## config.mk

```make
export PLATFORM = sky130hd
export DESIGN_NAME = fifo_rd_stage
export DESIGN_NICKNAME = d
export VERILOG_FILES = /design/src/rtl/fifo_rd_stage.sv
export SDC_FILE = /design/constraint.sdc
export NUM_CORES = 1
export LEC_CHECK = 0
export CAP_MARGIN = 20
export CELL_PAD_IN_SITES_DETAIL_PLACEMENT = 1
export CELL_PAD_IN_SITES_GLOBAL_PLACEMENT = 2
export CORE_MARGIN = 2
export CORE_UTILIZATION = 34
export DETAILED_ROUTE_END_ITERATION = 7
export GPL_TIMING_DRIVEN = 0
export PLACE_DENSITY = 0.93
export RECOVER_POWER = 100
export SLEW_MARGIN = 25
export SYNTH_ARGS = -nofsm -noshare
export SYNTH_HDL_FRONTEND = slang
export SYNTH_SLANG_ARGS = --single-unit
```

## constraint.sdc

```tcl
create_clock -name rclk -period 4.15 [get_ports rclk]
set_input_delay 0.415 -clock rclk [delete_from_list [all_inputs] [get_ports rclk]]
set_output_delay 0.415 -clock rclk [all_outputs]
set_load 0.05 [all_outputs]
```

## src/rtl/fifo_rd_stage.sv

```systemverilog
// Read-side output stage of an async FIFO: 2-entry prefetch skid buffer feeding a
// valid/ready stream, plus a saturating count of words delivered downstream.
module fifo_rd_stage #(
  parameter int DataWidth = 8,
  parameter int CntWidth  = 16
) (
  input  logic                 rclk,
  input  logic                 rrst_n,
  input  logic                 rempty_i,
  input  logic [DataWidth-1:0] rdata_i,
  output logic                 rinc_o,
  output logic                 m_valid_o,
  input  logic                 m_ready_i,
  output logic [DataWidth-1:0] m_data_o,
  output logic [CntWidth-1:0]  rd_count_o
);

  logic [1:0]           cnt_r;
  logic [DataWidth-1:0] head_r;
  logic [DataWidth-1:0] tail_r;
  logic [CntWidth-1:0]  count_r;
  logic                 load_s;
  logic                 pop_s;

  // Fetch whenever a slot is free; gated by reset so no read is requested while held in reset.
  always_comb begin
    load_s = rrst_n & ~rempty_i & (cnt_r != 2'd2);
    pop_s  = (cnt_r != 2'd0) & m_ready_i;
  end

  assign rinc_o     = load_s;
  assign m_valid_o  = (cnt_r != 2'd0);
  assign m_data_o   = head_r;
  assign rd_count_o = count_r;

  // Buffer occupancy and head/tail data movement.
  always_ff @(posedge rclk or negedge rrst_n) begin
    if (!rrst_n) begin
      cnt_r  <= 2'd0;
      head_r <= '0;
      tail_r <= '0;
    end else begin
      case (cnt_r)
        2'd0: begin
          if (load_s) begin
            head_r <= rdata_i;
            cnt_r  <= 2'd1;
          end
        end
        2'd1: begin
          if (load_s && pop_s) begin
            head_r <= rdata_i;
          end else if (load_s) begin
            tail_r <= rdata_i;
            cnt_r  <= 2'd2;
          end else if (pop_s) begin
            cnt_r  <= 2'd0;
          end
        end
        2'd2: begin
          // Full: no load possible, a pop promotes tail.
          if (pop_s) begin
            head_r <= tail_r;
            cnt_r  <= 2'd1;
          end
        end
        default: begin
          cnt_r <= 2'd0;
        end
      endcase
    end
  end

  // Delivered-word counter, saturating at all-ones.
  always_ff @(posedge rclk or negedge rrst_n) begin
    if (!rrst_n) begin
      count_r <= '0;
    end else if (pop_s && (count_r != {CntWidth{1'b1}})) begin
      count_r <= count_r + {{(CntWidth-1){1'b0}}, 1'b1};
    end
  end

endmodule

```

==> metrics, run 1 <==
Clock Path Buffers=2; GRT overflow=0; Sw Ratio=37.90%; post-synth top area share=54.14%; ant diodes=0; DRC viols=0; CTS Buf Count=5; die width=71.99 um; Synthesis Warnings=0; endpoints failing setup=0; Yosys reg bits=34; initial antenna violation count=0; final cell count without fillers=231; synth-to-layout area growth=34.08%; # IOs=38; Max Clock Skew=0.008177 ns; ys async rst share=100.0%; CTS tree=yes; DRT iter0 DRCs=38; Port Buffer Count=37; Root Buffer=clkbuf_8; Crit-path slowest cell=dlygate4sd3_1; Leak=0.9188 nW; largest net degree at the start of global routing=22; core region area=4414 sq um; Synthesized Nets=146; GRT Total Usage=15.68%; mapped cell area=1572 sq um; fin crit period=2.907 ns; adder-cell share of the synthesized area=0.7962%; CTS Hold Buffers Added=0; largest family of logic cells by synthesized area=simple AND/OR/NAND/NOR gates; XOR/XNOR share of the synthesized area=7.803%; DR WL/cell=15.85 um; endpoint required time on the critical path=3.73 ns; CP cell instances=clkbuf_1, buf_16, nand2b_1, nor2_1, dlygate4sd3_1; post-synthesis sequential area ratio=54.14%; CTS Sinks=34; final WL=3661 um; layout cells sized above 1=13.41%; Max-Cap Viols=0; Startpoint Class=input port; antenna-violating nets left=0; crit-path max cell delay=0.87 ns; Fmax=344.0 MHz; total power divided by cell area=544.7 nW/um^2; worst hold path class=input port to async pin; initial core utilization=35.60%; Placer Congestion=0.6997; Synth Area per Inst=11.82 sq um; die area=5182 sq um; final hold vios=0; Seq pwr share=41.3%; final period utilization=70.05%; count leader, synth=dfrtp_1; Synth top cells by count=dfrtp_1 (34), nor2_1 (16), a21oi_1 (10); Multi-input gate area=680.7 sq um; Sw Pwr=0.4350 mW; Synth cell types=32; Die Y=71.99 um; critical path arrival=2.49 ns; register area=850.8 sq um; DR vias/cell=5.100; Max rail drop VDD=198.0 uV; post-CTS setup buffers=0; first-pass GRT wire length=6092 um; number of synthesized flops with an enable pin=0; dominant cell type by area after synthesis=dfrtp_1; top post-synthesis cells by area=dfrtp_1 (54%), mux2_2 (6.4%), mux2i_1 (5.7%), xnor2_1 (3.9%), xor2_1 (3.9%); Post-DP HPWL=2750 um; total number of vias=1178; # resized after CTS=0; P_int=0.7127 mW; Synth Area in Simple Gates=17.99%; CTS HTree Levels=2; proportion of synthesized area in mux cells=12.90%; fillers=473; reg-to-reg slack, setup=1.99 ns; Crit Path Max Fanout=21; clock network power share=24.8%; crit path kind=input port to output port; outcome=complete, no violations; RSZ-0062 raised after global routing=no; worst slew pin tran=0.9560 ns; Comb power frac=33.9%; max_slew headroom=36.26%; Clock Pin Slew Worst Setup and Hold Paths=0.07 ns; clk_lat worst skew=0.29 ns; compound-gate portion of the synthesized area=5.812%; dpl cells=223; Synth Flop Type=dfrtp_1; vias in the first global route=1251; Slew Limit Fails=0; CP Capture Type=output port; num rows=24; setup_tns=0 ns; nets=191; Initial DRT Pass Iterations=4; synthesized instance count=133
state kept, by name (all words and copies together), names as in the netlist:
name / flops
m_data_o: 8
rd_count_o: 16
cnt_r: 2
tail_r: 8
layout by cell type, fill, tap and decap left out, drive strengths merged:
cell / netlist / layout
a21oi: 10 / 10
and4: 1 / 1
buf: 1 / 2
clkbuf: 1 / 10
clkdlybuf4s50: 0 / 10
dfrtp: 34 / 34
dlygate4sd3: 0 / 26
ha: 1 / 1
mux2: 10 / 10
mux2i: 9 / 9
nand2: 7 / 7
nand2b: 1 / 1
nand3: 5 / 5
nand3b: 1 / 1
nand4: 6 / 6
nor2: 16 / 16
nor2b: 2 / 2
nor3: 4 / 4
nor4: 2 / 2
nor4b: 1 / 1
o21ai: 2 / 2
o22ai: 1 / 1
o31ai: 1 / 1
or2: 1 / 1
or3b: 1 / 1
or4: 1 / 1
xnor2: 7 / 7
xor2: 7 / 7
stage by stage:
step / setup WS, ns / utilization, % / total power [mW] / hold WS (ns) / cell area, sq um
6_report: 1.243 / 47.73 / 1.148 / 0.2546 / 2107
3_5_place_dp: 1.609 / 45.98 / 0.8962 / 0.3637 / 2029
4_1_cts: 1.613 / 48.47 / 1.187 / 0.04397 / 2140
2_1_floorplan: 2.148 / - / 0.7385 / 0.1194 / 1572
3_3_place_gp: 0.3616 / 45.46 / 0.8693 / 0.4857 / 2007
5_1_grt: 0.9816 / 47.73 / 1.213 / 0.3177 / 2107
logic make-up after synthesis:
family	Yosys count
adder cells (fa/ha/maj)	1
AO/OA/AOI/OAI	14
buffers and inverters	2
XOR/XNOR	14
flip-flops	34
AND/OR/NAND/NOR	49
multiplexers	19
final cells by class:
type | count | share of cell area, %
plain buffers | 2 | 0.4157
clock buffers | 8 | 5.226
multi-input cells | 97 | 32.30
flip-flops and latches | 34 | 40.38
repair buffers | 38 | 18.59
well taps | 52 | 3.088
critical path: cells and delay by family:
kind          cells  cell delay, ns
buf+inv           3            1.80
simple gates      2            0.26
power groups by stage:
stage,logic (mW),clock network [mW],registers (mW)
after floorplan,0.113,0,0.625
after global placement,0.398,0,0.471
after detailed placement,0.413,0,0.483
after CTS,0.415,0.296,0.477
after global routing,0.413,0.312,0.489
final,0.389,0.285,0.474
final timing paths:
kind,from,end,cells after the start
min in group rclk,rd_count_o[15],rd_count_o[15],1
worst min register to register,rd_count_o[15],rd_count_o[15],1
worst max-delay path,rrst_n,rinc_o,5
worst max register to register,cnt_r[0],m_data_o[3],5
worst min-delay path,rrst_n,rd_count_o[13],1
max in group asynchronous,rrst_n,cnt_r[1],2
per-layer routing:
| layer | part of all wire, % | vias up | global-route usage (%) |
|---|---|---|---|
| met5 | 0 | - | 0 |
| met4 | 1.5 | 0 | 5.031 |
| met3 | 5.7 | 7 | 5.556 |
| met2 | 48 | 34 | 26.54 |
| met1 | 44 | 575 | 18.68 |
| li1 | - | 562 | - |
Note: power is estimated with default switching activity, not from simulation.
==> run 2, diff against run 1 <==
Settings changed: CORE_UTILIZATION 34 to 31, PLACE_DENSITY 0.93 to 0.87.
Clock period 4.15 ns to 2.7 ns, I/O delays scaled along.
==> run 2 against run 1 <==
Against the previous run: die area is 9.1% higher; largest power group unchanged; non-clock buffer count rose by 1; via count is 2.1% higher; critical endpoint unchanged; clock skew decreased by 0.0038 ns.
==> metrics, run 2 (synthesis gave the netlist of run 1 again) <==
Die Y=75.20 um (+4.5%); Initial DRT Pass Iterations=4 (unchanged); core region area=4817 sq um (+9.1%); Crit-path slowest cell=dlygate4sd3_1; DR WL/cell=15.22 um (-4.0%); GRT overflow=0 (unchanged); register area=850.8 sq um (unchanged); DRC viols=0 (unchanged); largest net degree at the start of global routing=26 (+18%); Top cell by count, worst path=dlygate4sd3_1; die width=75.20 um (+4.5%); CTS tree=yes; nets=192 (+0.52%); Fmax=398.6 MHz; Clock Pin Slew Worst Setup and Hold Paths=0.07 ns (about the same); total number of vias=1203 (+2.1%); RR Endpoint=m_data_o[2]; endpoints failing setup=0 (unchanged); RSZ-0062 raised after global routing=no; endpoint required time on the critical path=2.43 ns (-1.30 ns); worst slew pin tran=1.346 ns (+0.3902 ns); layout cells sized above 1=13.33% (-0.074 points); vias in the first global route=1308 (+4.6%); antenna-violating nets left=0 (unchanged); Port Buffer Count=37 (unchanged); ant diodes=0 (unchanged); Design Power=1.713 mW (+49%); CTS HTree Levels=2 (unchanged); total power divided by cell area=816.6 nW/um^2 (+50%); Multi-input gate area=680.7 sq um (unchanged); final period utilization=92.91%; Max rail drop VDD=365.8 uV (+85%); clk_lat worst skew=0.28 ns (about the same); Setup WS pre-CTS=0.5668 ns (-1.042 ns); die area=5655 sq um (+9.1%); Slew Limit Fails=0 (unchanged); critical path arrival=2.24 ns (-0.25 ns); cells on worst reg2reg path=5 (unchanged); leading cell type in the layout, fill and taps excluded=dfrtp_1; Placer Congestion=0.8187 (+17%); DRT iter0 DRCs=30 (-21%); reg-to-reg slack, setup=0.65 ns (-1.34 ns); Startpoint Class=input port; num rows=25 (+4.2%); GRT Total Usage=15.02% (-0.66 points); final WL=3759 um (+2.7%); CTS Sinks=34 (unchanged); CTS Buf Count=5 (unchanged); CP Capture Type=output port; fin crit period=2.509 ns; initial antenna violation count=0 (unchanged); Clock Path Buffers=2 (unchanged); final setup margin=0.1914 ns (-1.052 ns); outcome=complete, no violations; most frequent cells in the layout=dfrtp_1 (34), dlygate4sd3_1 (27), nor2_1 (16); crit path kind=input port to output port; worst hold path class=input port to async pin; Leak=0.9039 nW (-1.6%); Post-DP HPWL=2821 um (+2.6%); Final Util=43.56% (-4.2 points); DR vias/cell=4.870 (-4.5%); Max Clock Skew=0.004400 ns (-0.003777 ns); final hold slack=0.3897 ns (+0.1352 ns); crit-path max cell delay=0.88 ns (about the same); Max-Cap Viols=0 (unchanged); Crit Path Max Fanout=11 (-48%); max_slew headroom=10.25% (-26 points); RR Startpoint=cnt_r[0]; first-pass GRT wire length=6285 um (+3.2%); # IOs=38 (unchanged); # resized after CTS=0 (unchanged); fillers=535 (+13%); synth-to-layout area growth=33.52%; Largest register FFs=16 (unchanged); CP cell instances=dlygate4sd3_1, buf_2, nand2b_1, nor2_1, dlygate4sd3_1; initial core utilization=32.62% (-3.0 points); final hold vios=0 (unchanged); Root Buffer=clkbuf_8
-- run 2: cell count changes in the layout (fill, tap and decap cells not counted), sizes merged --
cell,delta
clkinv,+1
clkbuf,-2
dlygate4sd3,+1
clkinvlp,+1
-- run 2: stage by stage --
| step | instances | setup TNS (ns) | instance area [sq um] |
|---|---|---|---|
| 2_1_floorplan | 133 | 0 | 1572 |
| 3_5_place_dp | 238 | 0 | 2048 |
| 4_1_cts | 247 | 0 | 2153 |
| 3_3_place_gp | 237 | -11.09 | 2026 |
| 6_report | 247 | 0 | 2098 |
| 5_1_grt | 247 | 0 | 2098 |
-- run 2: timing repair --
item	CTS	global route
hold buffers	1	0
buffers inserted	0	0
endpoints found under the setup margin	0	0
endpoints found under the hold margin	9	0
-- run 2: critical path: cells and delay by family --
family / cells / cell delay (ns)
buf+inv: 3 / 1.66
simple gates: 2 / 0.30
-- run 2: cell type report --
type / count / area share [%]
multi-input cells: 97 / 32.44
clock inverters: 2 / 0.5963
clock buffers: 6 / 3.936
well taps: 67 / 3.995
flip-flops and latches: 34 / 40.55
plain buffers: 2 / 0.4174
repair buffers: 39 / 18.07
-- run 2: layer usage --
layer	wire length, um	GRT usage, %
met1	1648	18.50
met2	1874	25.63
met3	189	4.150
met4	46	4.678
met5	0	0
-- run 2: worst max-delay path by stage --
stage	endpoint	start
2_1_floorplan	rd_count_o[14]	rd_count_o[0]
3_3_place_gp	rinc_o	rrst_n
3_5_place_dp	rinc_o	rempty_i
4_1_cts	rinc_o	rrst_n
5_1_grt	m_data_o[2]	rrst_n
6_report	rinc_o	rrst_n
-- run 2: power by group --
group	total [mW]	internal [mW]	switching, mW
sequential	0.724	0.628	0.0955
combinational	0.600	0.208	0.392
clock	0.389	0.205	0.184
